**src/rtl/prio_enc_arb.sv**
```systemverilog
// Registered priority encoder / arbiter: sticky pending bits, one offered index at a time over
// a valid/ack handshake, fixed (highest index wins) or rotating priority.

module prio_enc_arb_lane (
    input  logic clk,
    input  logic rst,
    input  logic req,
    input  logic mask,
    input  logic clr,
    output logic pend,
    output logic elig
);

    // A new event in the same cycle as the clear keeps the bit pending.
    always_ff @(posedge clk or posedge rst) begin
        if (rst) pend <= 1'b0;
        else     pend <= (pend & ~clr) | req;
    end

    // The bit being acknowledged this cycle cannot win the next offer.
    assign elig = pend & ~mask & ~clr;

endmodule

module prio_enc_arb #(
    parameter int N           = 8,
    parameter int W           = $clog2(N),
    parameter bit ROUND_ROBIN = 1'b0
) (
    input  logic         clk,
    input  logic         rst,
    input  logic [N-1:0] req,
    input  logic [N-1:0] mask,
    output logic [W-1:0] grant_idx,
    output logic         grant_vld,
    input  logic         grant_ack,
    output logic [N-1:0] pend,
    output logic         any_pend
);

    typedef enum logic {IDLE = 1'b0, OFFER = 1'b1} state_t;

    state_t         state, state_nx;
    logic [W-1:0]   idx_nx;
    logic [W-1:0]   sel_idx;
    logic [W-1:0]   rr_ptr;
    logic [N-1:0]   clr;
    logic [N-1:0]   elig;
    logic           accept;
    logic           found;

    assign accept    = grant_vld & grant_ack;
    assign grant_vld = (state == OFFER);
    assign any_pend  = |pend;

    always_comb begin
        clr = '0;
        for (int i = 0; i < N; i++)
            clr[i] = accept && (grant_idx == W'(i));
    end

    for (genvar g = 0; g < N; g++) begin : g_lane
        prio_enc_arb_lane u_lane (
            .clk  (clk),
            .rst  (rst),
            .req  (req[g]),
            .mask (mask[g]),
            .clr  (clr[g]),
            .pend (pend[g]),
            .elig (elig[g])
        );
    end

    // Fixed: last set bit found scanning upward is the highest index.
    // Rotating: scan downward from rr_ptr-1 with wrap, so rr_ptr itself comes last.
    always_comb begin
        sel_idx = '0;
        found   = 1'b0;
        if (!ROUND_ROBIN) begin
            for (int i = 0; i < N; i++)
                if (elig[i]) sel_idx = W'(i);
        end else begin
            for (int k = 1; k <= N; k++) begin
                if (!found && elig[(int'(rr_ptr) + N - k) % N]) begin
                    found   = 1'b1;
                    sel_idx = W'((int'(rr_ptr) + N - k) % N);
                end
            end
        end
    end

    always_comb begin
        state_nx = state;
        idx_nx   = grant_idx;
        case (state)
            IDLE: begin
                if (|elig) begin
                    state_nx = OFFER;
                    idx_nx   = sel_idx;
                end else begin
                    idx_nx   = '0;
                end
            end
            OFFER: begin
                if (grant_ack) begin
                    if (|elig) begin
                        state_nx = OFFER;
                        idx_nx   = sel_idx;
                    end else begin
                        state_nx = IDLE;
                        idx_nx   = '0;
                    end
                end
            end
            default: begin
                state_nx = IDLE;
                idx_nx   = '0;
            end
        endcase
    end

    always_ff @(posedge clk or posedge rst) begin
        if (rst) begin
            state     <= IDLE;
            grant_idx <= '0;
            rr_ptr    <= W'(N - 1);
        end else begin
            state     <= state_nx;
            grant_idx <= idx_nx;
            if (accept) rr_ptr <= grant_idx;
        end
    end

endmodule

```
**config.mk**
```make
export PLATFORM = sky130hd
export DESIGN_NAME = prio_enc_arb
export DESIGN_NICKNAME = d
export VERILOG_FILES = /design/src/rtl/prio_enc_arb.sv
export SDC_FILE = /design/constraint.sdc
export NUM_CORES = 1
export LEC_CHECK = 0
export ABC_AREA = 0
export CORE_MARGIN = 5
export CORE_UTILIZATION = 26
export DETAILED_ROUTE_END_ITERATION = 10
export GPL_TIMING_DRIVEN = 0
export SYNTH_ARGS = -nofsm -noshare
export SYNTH_HDL_FRONTEND = slang
export SYNTH_SLANG_ARGS = --single-unit
```
**constraint.sdc**
```tcl
create_clock -name clk -period 2.4 [get_ports clk]
set_clock_uncertainty 0.2 [all_clocks]
set_input_delay 0.24 -clock clk [delete_from_list [all_inputs] [get_ports clk]]
set_output_delay 0.24 -clock clk [all_outputs]
set_load 0.1 [all_outputs]
```
==> results of run 1 <==
## state kept, by name, summed over array words and instances (netlist names)
signal / flops
grant_idx: 3
grant_vld: 1
g_lane.u_lane.pend: 8
## kinds of logic (layout without fill, tap and decap cells)
kind of cell,Yosys count,in the layout
AOI/OAI and AO/OA,20,20
and+or+nand+nor,19,19
DFF,12,12
buffers and inverters,11,46
muxes,2,2
## power by group through the flow
stage	sequential, uW	clock (uW)	combinational, uW
finish	265	163	403
global route	268	181	423
global placement	268	0	404
CTS	266	171	405
floorplan	351	0	212
detailed placement	270	0	407
## critical path, cell delays in order (launching register included)
cell and delay, ns:
dfrtp_1 0.40, buf_4 0.12, clkdlybuf4s50_1 1.12
## through the flow
step / util, % / hold slack (ns)
after floorplan: - / -0.09557
after detailed placement: 41.62 / 0.3819
after global placement: 41.62 / 0.3827
after CTS: 42.98 / 0.08260
final: 43.18 / 0.07582
after global routing: 43.18 / 0.1185
## area by class of cell
cell class              count  share of cell area [%]
inverters                   3                   1.053
plain buffers               8                   5.614
clock buffers               4                   3.392
flip-flops and latches     12                   28.54
well taps                  30                   3.509
repair buffers             31                   29.24
multi-input cells          41                   28.65
## repair_timing
| action | CTS | global route |
|---|---|---|
| endpoints found under the setup margin | 2 | 2 |
| hold buffers | 0 | 0 |
| pin swaps | 0 | 0 |
| resized for setup | 2 | 2 |
## metal layers
layer	vias to the layer above	routed length, um	GRT usage, %
li1	306	-	-
met1	283	747	12.08
met2	25	929	17.82
met3	2	121	3.145
met4	0	34	7.430
met5	-	0	0
## worst paths after layout
kind / startpoint / to / cells past startpoint / slack, ns
worst max-delay path: g_lane[7].u_lane.pend / pend[7] / 2 / 0.06
worst min-delay path: rst / g_lane[0].u_lane.pend / 2 / 0.08
worst max register to register: grant_idx[1] / grant_vld / 4 / 0.38
worst min register to register: g_lane[0].u_lane.pend / g_lane[0].u_lane.pend / 2 / 0.39
max in group asynchronous: rst / grant_idx[1] / 2 / 1.59
min in group clk: req[3] / g_lane[3].u_lane.pend / 2 / 0.32
## synth_stat cells
cell / n / area share [%]
dfrtp_1: 12 / 44
buf_4: 8 / 8.9
nand2b_1: 6 / 5.5
or2b_1: 4 / 4.4
inv_1: 3 / 1.7
o21ai_1: 3 / 2.2
o22ai_1: 3 / 2.8
mux2_2: 2 / 3.3
nand2_1: 2 / 1.1
nor4_1: 2 / 1.8
o21ai_0: 2 / 1.5
o21ai_2: 2 / 2.6
o31ai_1: 2 / 2.2
o32a_1: 2 / 3.0
a31oi_1: 1 / 0.92
nand3_2: 1 / 1.5
nand3b_1: 1 / 1.1
nor2_1: 1 / 0.55
o211a_1: 1 / 1.5
o221ai_1: 1 / 1.3
o221ai_2: 1 / 2.2
o22a_2: 1 / 1.5
o311a_1: 1 / 1.5
or2b_2: 1 / 1.3
or4b_1: 1 / 1.5
==> impl_results.md, run 1 <==
- Final setup vio count: 0
- Leak: 0.0003914 uW
- Root Driver: clkbuf_4
- Flop pwr share: 32.0%
- Share of cells above drive strength 1: 24.24%
- Filler cells: 246
- Slew Limit Fails: 0
- Cell Pwr Density: 776.6 mW/mm^2
- GP Congestion: 0.8222
- Die area: 0.003730 sq mm
- Final WL: 1831 um
- Mux cell area share after synthesis: 3.321%
- Rows: 18
- TNS Setup: 0 ns
- Worst setup SP type: flop
- Dpl hpwl: 1511 um
- Die height: 61.07 um
- Final period util: 97.66%
- Clock Power Share: 19.6%
- Syn. warnings: 0
- Syn Nets: 83
- Post-Syn Instances: 64
- Antenna violations before repair: 0
- Initial core utilization: 27.37%
- Multi-input logic area: 306.5 sq um
- Largest net degree at the start of global routing: 13
- XOR/XNOR Fraction of Synth Area: 0%
- Vias in the first global route: 580
- Antenna-violating nets left: 0
- Actual slew at the worst max-slew pin: 0.9864 ns
- Syn-to-layout area delta: 57.75%
- Tmin final: 2.344 ns
- TritonCTS clock tree: done
- Mean Syn Cell Area: 10.60 sq um
- Post-route DRC: 0
- FMAX: 426.6 MHz
- Critical path class: flop to output pin
- Synth Area in Compound Gates: 23.06%
- Final Power: 830.8 uW
- Run status: completed
- H-tree depth: 1
- Yosys reg bits: 12
- Main combinational cell family by area after synthesis: compound AO/OA/AOI/OAI gates
- Finished Layout Cells: 129
- Mapped Area: 678.2 sq um
- WP data required: 1.96 ns
- Pre-antenna DRT Iters: 4
- Setup ws final: 0.05608 ns
- Placed Cells: 125
- Clk slew on worst S/H paths: 0.08 ns
- Leading cell type in the layout, fill and taps excluded: clkdlybuf4s50_1
- Pre-CTS setup slack: 0.07727 ns
- Cts bufs inserted: 3
- Via density: 4.775
- Port Buf Inserts: 31
- Pint: 454.9 uW
- Worst rel slew slack: 34.04%
- Setup repair bufs after CTS: 0
- CTS sink cnt: 12
- Critical Path Sink Type: output pin
- CP arrival: 1.90 ns
- I/O pin count: 32
- Storage element area: 305.3 sq um
- Max VDD drop: 0.3317 mV
- Net count, final: 119
- Gate power share: 48.5%
- Unique masters post-synth: 25
- Unrepaired setup endpoints after global routing: false
- Final hold violations: 0
- Max-Cap Viols: 0
- Wire length per cell: 14.19 um
- Cell Area, Placed: 0.001031 sq mm
- Worst min path class: input pin to async pin
- Synthesized-area fraction occupied by and/or/nand/nor cells: 18.82%
- NetSw: 375.9 uW
- Core area: 0.002477 sq mm
- Longest Clk Path Bufs: 2
- Vias: 616
- Die X: 61.07 um
- Antenna diode instance count: 0
- Cell area after layout: 0.001070 sq mm
- Post-synthesis sequential area ratio: 44.28%
- First-pass GRT wire length: 2822 um
- Post-Synth Adder-Cell Area: 0%
- GRT overflow: 0
- Clk Latency, worst-skew pair: 0.27 ns
- GRT Util Overall: 10.86%
- CP max FO: 3
- DR iter-0 viols: 11
- Switching share of power: 45.24%
- Commonest cells after routing, fill and taps aside: clkdlybuf4s50_1 (27), buf_4 (8), dfrtp_1 (8)
No activity file was read; power rests on OpenSTA's default activity.
==> run 2: changes to the inputs <==
CORE_UTILIZATION = 39   (was 26)
PLACE_DENSITY = 0.77   (was unset)
==> impl_results.md, run 2 (synthesized netlist as in run 1, its figures left out) <==
- Clk Latency, worst-skew pair: 0.27 ns
- NetSw: 367.3 uW
- Critical Path Sink Type: output pin
- Top reg by flops: g_lane.u_lane.pend
- TNS Setup: 0 ns
- Largest net degree at the start of global routing: 13
- Commonest cells after routing, fill and taps aside: clkdlybuf4s50_1 (29), buf_4 (8), dfrtp_1 (8)
- I/O pin count: 32
- Final period util: 97.71%
- Net count, final: 119
- Core area: 0.001689 sq mm
- Max-Cap Viols: 0
- Via density: 5.603
- Initial core utilization: 40.15%
- Cell Pwr Density: 764.2 mW/mm^2
- GP Congestion: 0.7819
- Hold_buf cts: 0
- Die area: 0.002673 sq mm
- Longest Clk Path Bufs: 2
- Setup repair bufs after CTS: 0
- Worst setup SP type: flop
- Worst min path class: input pin to async pin
- Antenna-violating nets left: 0
- Pint: 429.1 uW
- CP delay by family, top: buffers and inverters
- Final WL: 1696 um
- Pre-antenna DRT Iters: 4
- Gate power share: 50.6%
- Final setup vio count: 0
- Buf/Inv on CP: 2
- Actual slew at the worst max-slew pin: 0.9676 ns
- Worst rel slew slack: 35.29%
- Clock Power Share: 16.3%
- Vias: 650
- Rows: 15
- WP data required: 1.96 ns
- Critical path class: flop to output pin
- Share of cells above drive strength 1: 23.23%
- Syn-to-layout area delta: 53.69%
- Die X: 51.70 um
- Number of flip-flops in the largest register: 8
- Antenna violations before repair: 0
- Max stage delay on crit path: 1.11 ns
- Switching share of power: 46.12%
- CP arrival: 1.91 ns
- First-pass GRT wire length: 2815 um
- DR iter-0 viols: 16
- Post-route DRC: 0
- Wire length per cell: 14.62 um
- TritonCTS clock tree: done
- R2R Path Start: grant_idx[1]
- H-tree depth: 1
- Slew Limit Fails: 0
- Tmin final: 2.345 ns
- Beginning of the critical path: g_lane[2].u_lane.pend
- Clk slew on worst S/H paths: 0.07 ns
- CP max FO: 4
- CTS sink cnt: 12
- Finished Layout Cells: 116
- GRT overflow: 0
- Met3 wire length: 120 um
- Antenna diode instance count: 0
- Root Driver: clkbuf_4
- Filler cells: 155
- FMAX: 426.4 MHz
- Placed Cells: 112
- Leading cell type in the layout, fill and taps excluded: clkdlybuf4s50_1
- Max VDD drop: 0.5673 mV
- Critical-path cell list: buf_4, clkdlybuf4s50_1
- Slowest CP cell: clkdlybuf4s50_1
- Final hold violations: 0
- GRT Util Overall: 14.21%
- Met2 wire len: 838 um
- Leak: 0.0003882 uW
- Dpl hpwl: 1383 um
- Run status: completed
- Flop pwr share: 33.1%
- Unrepaired setup endpoints after global routing: false
- Max layer used: met4
- Vias in the first global route: 661
- Port Buf Inserts: 31
- Wl on met1: 701 um
- Util after Layout: 61.70%
- Cts bufs inserted: 3
- Die height: 51.70 um
## run 2: cell types whose count changed in the layout (fill, tap and decap cells not counted)
| cell | previous run | this run |
|---|---|---|
| clkbuf_1 | 0 | 1 |
| dlymetal6s2s_1 | 2 | 1 |
| dlygate4sd2_1 | 2 | 1 |
| clkbuf_8 | 1 | 0 |
| clkdlybuf4s50_1 | 27 | 29 |
## run 2: power by group through the flow
stage               clock network [uW]  registers, uW  logic, uW
finish                             130            264        403
global route                       146            270        423
CTS                                134            263        406
detailed placement                   0            267        405
global placement                     0            266        402
floorplan                            0            351        212
## run 2: worst paths after layout
path / to / slack (ns) / depth (start not counted)
max: pend[2] / 0.05 / 2
min: g_lane[7].u_lane.pend / 0.08 / 2
max reg2reg: grant_vld / 0.38 / 4
min reg2reg: g_lane[0].u_lane.pend / 0.37 / 2
max in group asynchronous: grant_idx[2] / 1.57 / 2
min in group clk: g_lane[7].u_lane.pend / 0.33 / 2
## run 2: what timing repair did
item	in CTS	in global routing
endpoints found under the setup margin	1	1
cloned	0	0
resized for setup	1	1
## run 2: cell type report
type / count / area (sq um) / area share [%]
repair buffers: 31 / 311.5 / 29.89
multi-input cells: 41 / 306.5 / 29.41
flip-flops and latches: 12 / 305.3 / 29.29
plain buffers: 8 / 60.06 / 5.762
clock buffers: 4 / 26.28 / 2.521
well taps: 17 / 21.27 / 2.041
inverters: 3 / 11.26 / 1.080
## run 2: through the flow
| step | hold slack, ns | power (uW) | area [sq um] | setup WS (ns) |
|---|---|---|---|---|
| global route | 0.1359 | 838.9 | 1042 | 0.006904 |
| finish | 0.08180 | 796.5 | 1042 | 0.05495 |
| CTS | 0.09471 | 803.7 | 1040 | 0.01358 |
| global placement | 0.3548 | 668.1 | 1015 | 0.08491 |
| floorplan | -0.09557 | 562.8 | 683.2 | 0.2183 |
| detailed placement | 0.3582 | 671.9 | 1015 | 0.07326 |
## run 2: layer usage
layer | GRT usage [%] | vias up
met4 | 8.297 | 0
met1 | 17.66 | 313
met5 | 0 | -
met2 | 22.88 | 25
met3 | 2.579 | 5
li1 | - | 307
## run 2: worst reg2reg max path: cells and delay by family, from the launching register on
kind | cells | cell delay [ns]
simple gates | 2 | 0.77
flops | 1 | 0.43
compound gates | 2 | 0.49
==> run 3: changes to the inputs <==
ABC_CLOCK_PERIOD_IN_PS = 2400   (was unset)
CTS_CLUSTER_SIZE = 12   (was unset)
SKIP_CTS_REPAIR_TIMING = 1   (was unset)
==> impl_results.md, run 3 (synthesized netlist as in run 1, its figures left out) <==
- Run status: completed
- TritonCTS clock tree: done
- Reg2reg setup slack: 0.38 ns
- Final setup vio count: 0
- Slew Limit Fails: 0
- Filler cells: 154
- Die height: 51.70 um
- GRT Util Overall: 14.21%
- Cell Pwr Density: 761.4 mW/mm^2
- Worst min path class: input pin to async pin
- Pre-CTS setup slack: 0.07326 ns
- Critical-path cell list: buf_4, clkdlybuf4s50_1
- Clk Latency, worst-skew pair: 0.27 ns
- Max VDD drop: 0.5673 mV
- Final period util: 97.71%
- CTS sink cnt: 12
- Syn-to-layout area delta: 54.24%
- FMAX: 426.4 MHz
- Dpl hpwl: 1383 um
- Wire length per cell: 14.65 um
- Worst rel slew slack: 35.29%
- Port Buf Inserts: 31
- Cts bufs inserted: 3
- Leading cell type in the layout, fill and taps excluded: clkdlybuf4s50_1
- Top reg by flops: g_lane.u_lane.pend
- Rows: 15
- WP data required: 1.96 ns
- Clk slew on worst S/H paths: 0.07 ns
- Net count, final: 119
- CP max FO: 4
- Critical path class: flop to output pin
- Die area: 0.002673 sq mm
- Number of flip-flops in the largest register: 8
- Switching share of power: 46.12%
- Final WL: 1699 um
- Via density: 5.603
- Share of cells above drive strength 1: 23.23%
- Max stage delay on crit path: 1.11 ns
- CP arrival: 1.91 ns
- Cell area after layout: 0.001046 sq mm
- Vias in the first global route: 661
- Cell Area, Placed: 0.001015 sq mm
- Longest Clk Path Bufs: 2
- Root Driver: clkbuf_4
- Post-route DRC: 0
- Setup ws final: 0.05495 ns
- Clock Power Share: 16.3%
- GP Congestion: 0.7819
- Die X: 51.70 um
- Actual slew at the worst max-slew pin: 0.9676 ns
- Unrepaired setup endpoints after global routing: false
- GRT overflow: 0
- Vias: 650
- Core area: 0.001689 sq mm
- I/O pin count: 32
- Gate power share: 50.6%
- Commonest cells after routing, fill and taps aside: clkdlybuf4s50_1 (29), buf_4 (8), dfrtp_1 (8)
- Pint: 429.1 uW
- Slowest CP cell: clkdlybuf4s50_1
- DR iter-0 viols: 16
- Pre-antenna DRT Iters: 4
- First-pass GRT wire length: 2815 um
- Final hold violations: 0
- H-tree depth: 1
- Flop pwr share: 33.1%
- Critical Path Sink Type: output pin
- Worst setup SP type: flop
- Antenna-violating nets left: 0
- Antenna diode instance count: 0
- Antenna violations before repair: 0
- Tmin final: 2.345 ns
- Initial core utilization: 40.15%
- NetSw: 367.3 uW
- Max-Cap Viols: 0
- Leak: 0.0003899 uW
- Largest net degree at the start of global routing: 13
-- run 3: cell types whose count changed in the layout (fill, tap and decap cells not counted), sizes merged --
| cell | delta |
|---|---|
| dlymetal6s2s | +1 |
| dlygate4sd2 | -1 |
-- run 3: final timing paths --
kind	start	to	depth (start not counted)
setup / recovery	g_lane[2].u_lane.pend	pend[2]	2
hold / removal	rst	g_lane[7].u_lane.pend	2
setup reg to reg	grant_idx[1]	grant_vld	4
hold reg to reg	g_lane[0].u_lane.pend	g_lane[0].u_lane.pend	2
max in group asynchronous	rst	grant_idx[2]	2
min in group clk	req[7]	g_lane[7].u_lane.pend	2
-- run 3: critical path, delay by kind of cell, from the launching register on --
family | cells | cell delay, ns
buffers and inverters | 2 | 1.23
DFF | 1 | 0.40
-- run 3: power groups by stage --
stage	Clock, uW	Combinational (uW)	Sequential [uW]
after floorplan	0	212	351
after global placement	0	402	266
after detailed placement	0	405	267
after CTS	134	406	263
after global routing	146	423	270
final	130	403	264
-- run 3: area by class of cell --
cell class                 count  area (sq um)  area share, %
timing repair buffer          31         315.3          30.14
multi-input combinational     41         306.5          29.31
sequential                    12         305.3          29.19
buffer                         8         60.06          5.742
clock buffer                   4         26.28          2.512
tap                           17         21.27          2.033
inverter                       3         11.26          1.077
-- run 3: routing by layer --
metal	global-route usage [%]	wire length, um	vias to the layer above
li1	-	-	307
met1	17.66	702	313
met2	22.88	839	25
met3	2.579	120	5
met4	8.297	36	0
met5	0	0	-
-- run 3: metrics by stage --
step	hold slack, ns	utilization, %	std cells	TNS, ns	power [uW]
CTS	0.09471	61.63	116	-0.09706	803.7
global route	0.1359	61.93	116	0	838.9
floorplan	-0.09557	-	64	0	562.8
detailed placement	0.3582	60.07	112	0	671.9
finish	0.08180	61.93	116	0	796.5
global placement	0.3548	60.07	112	0	668.1
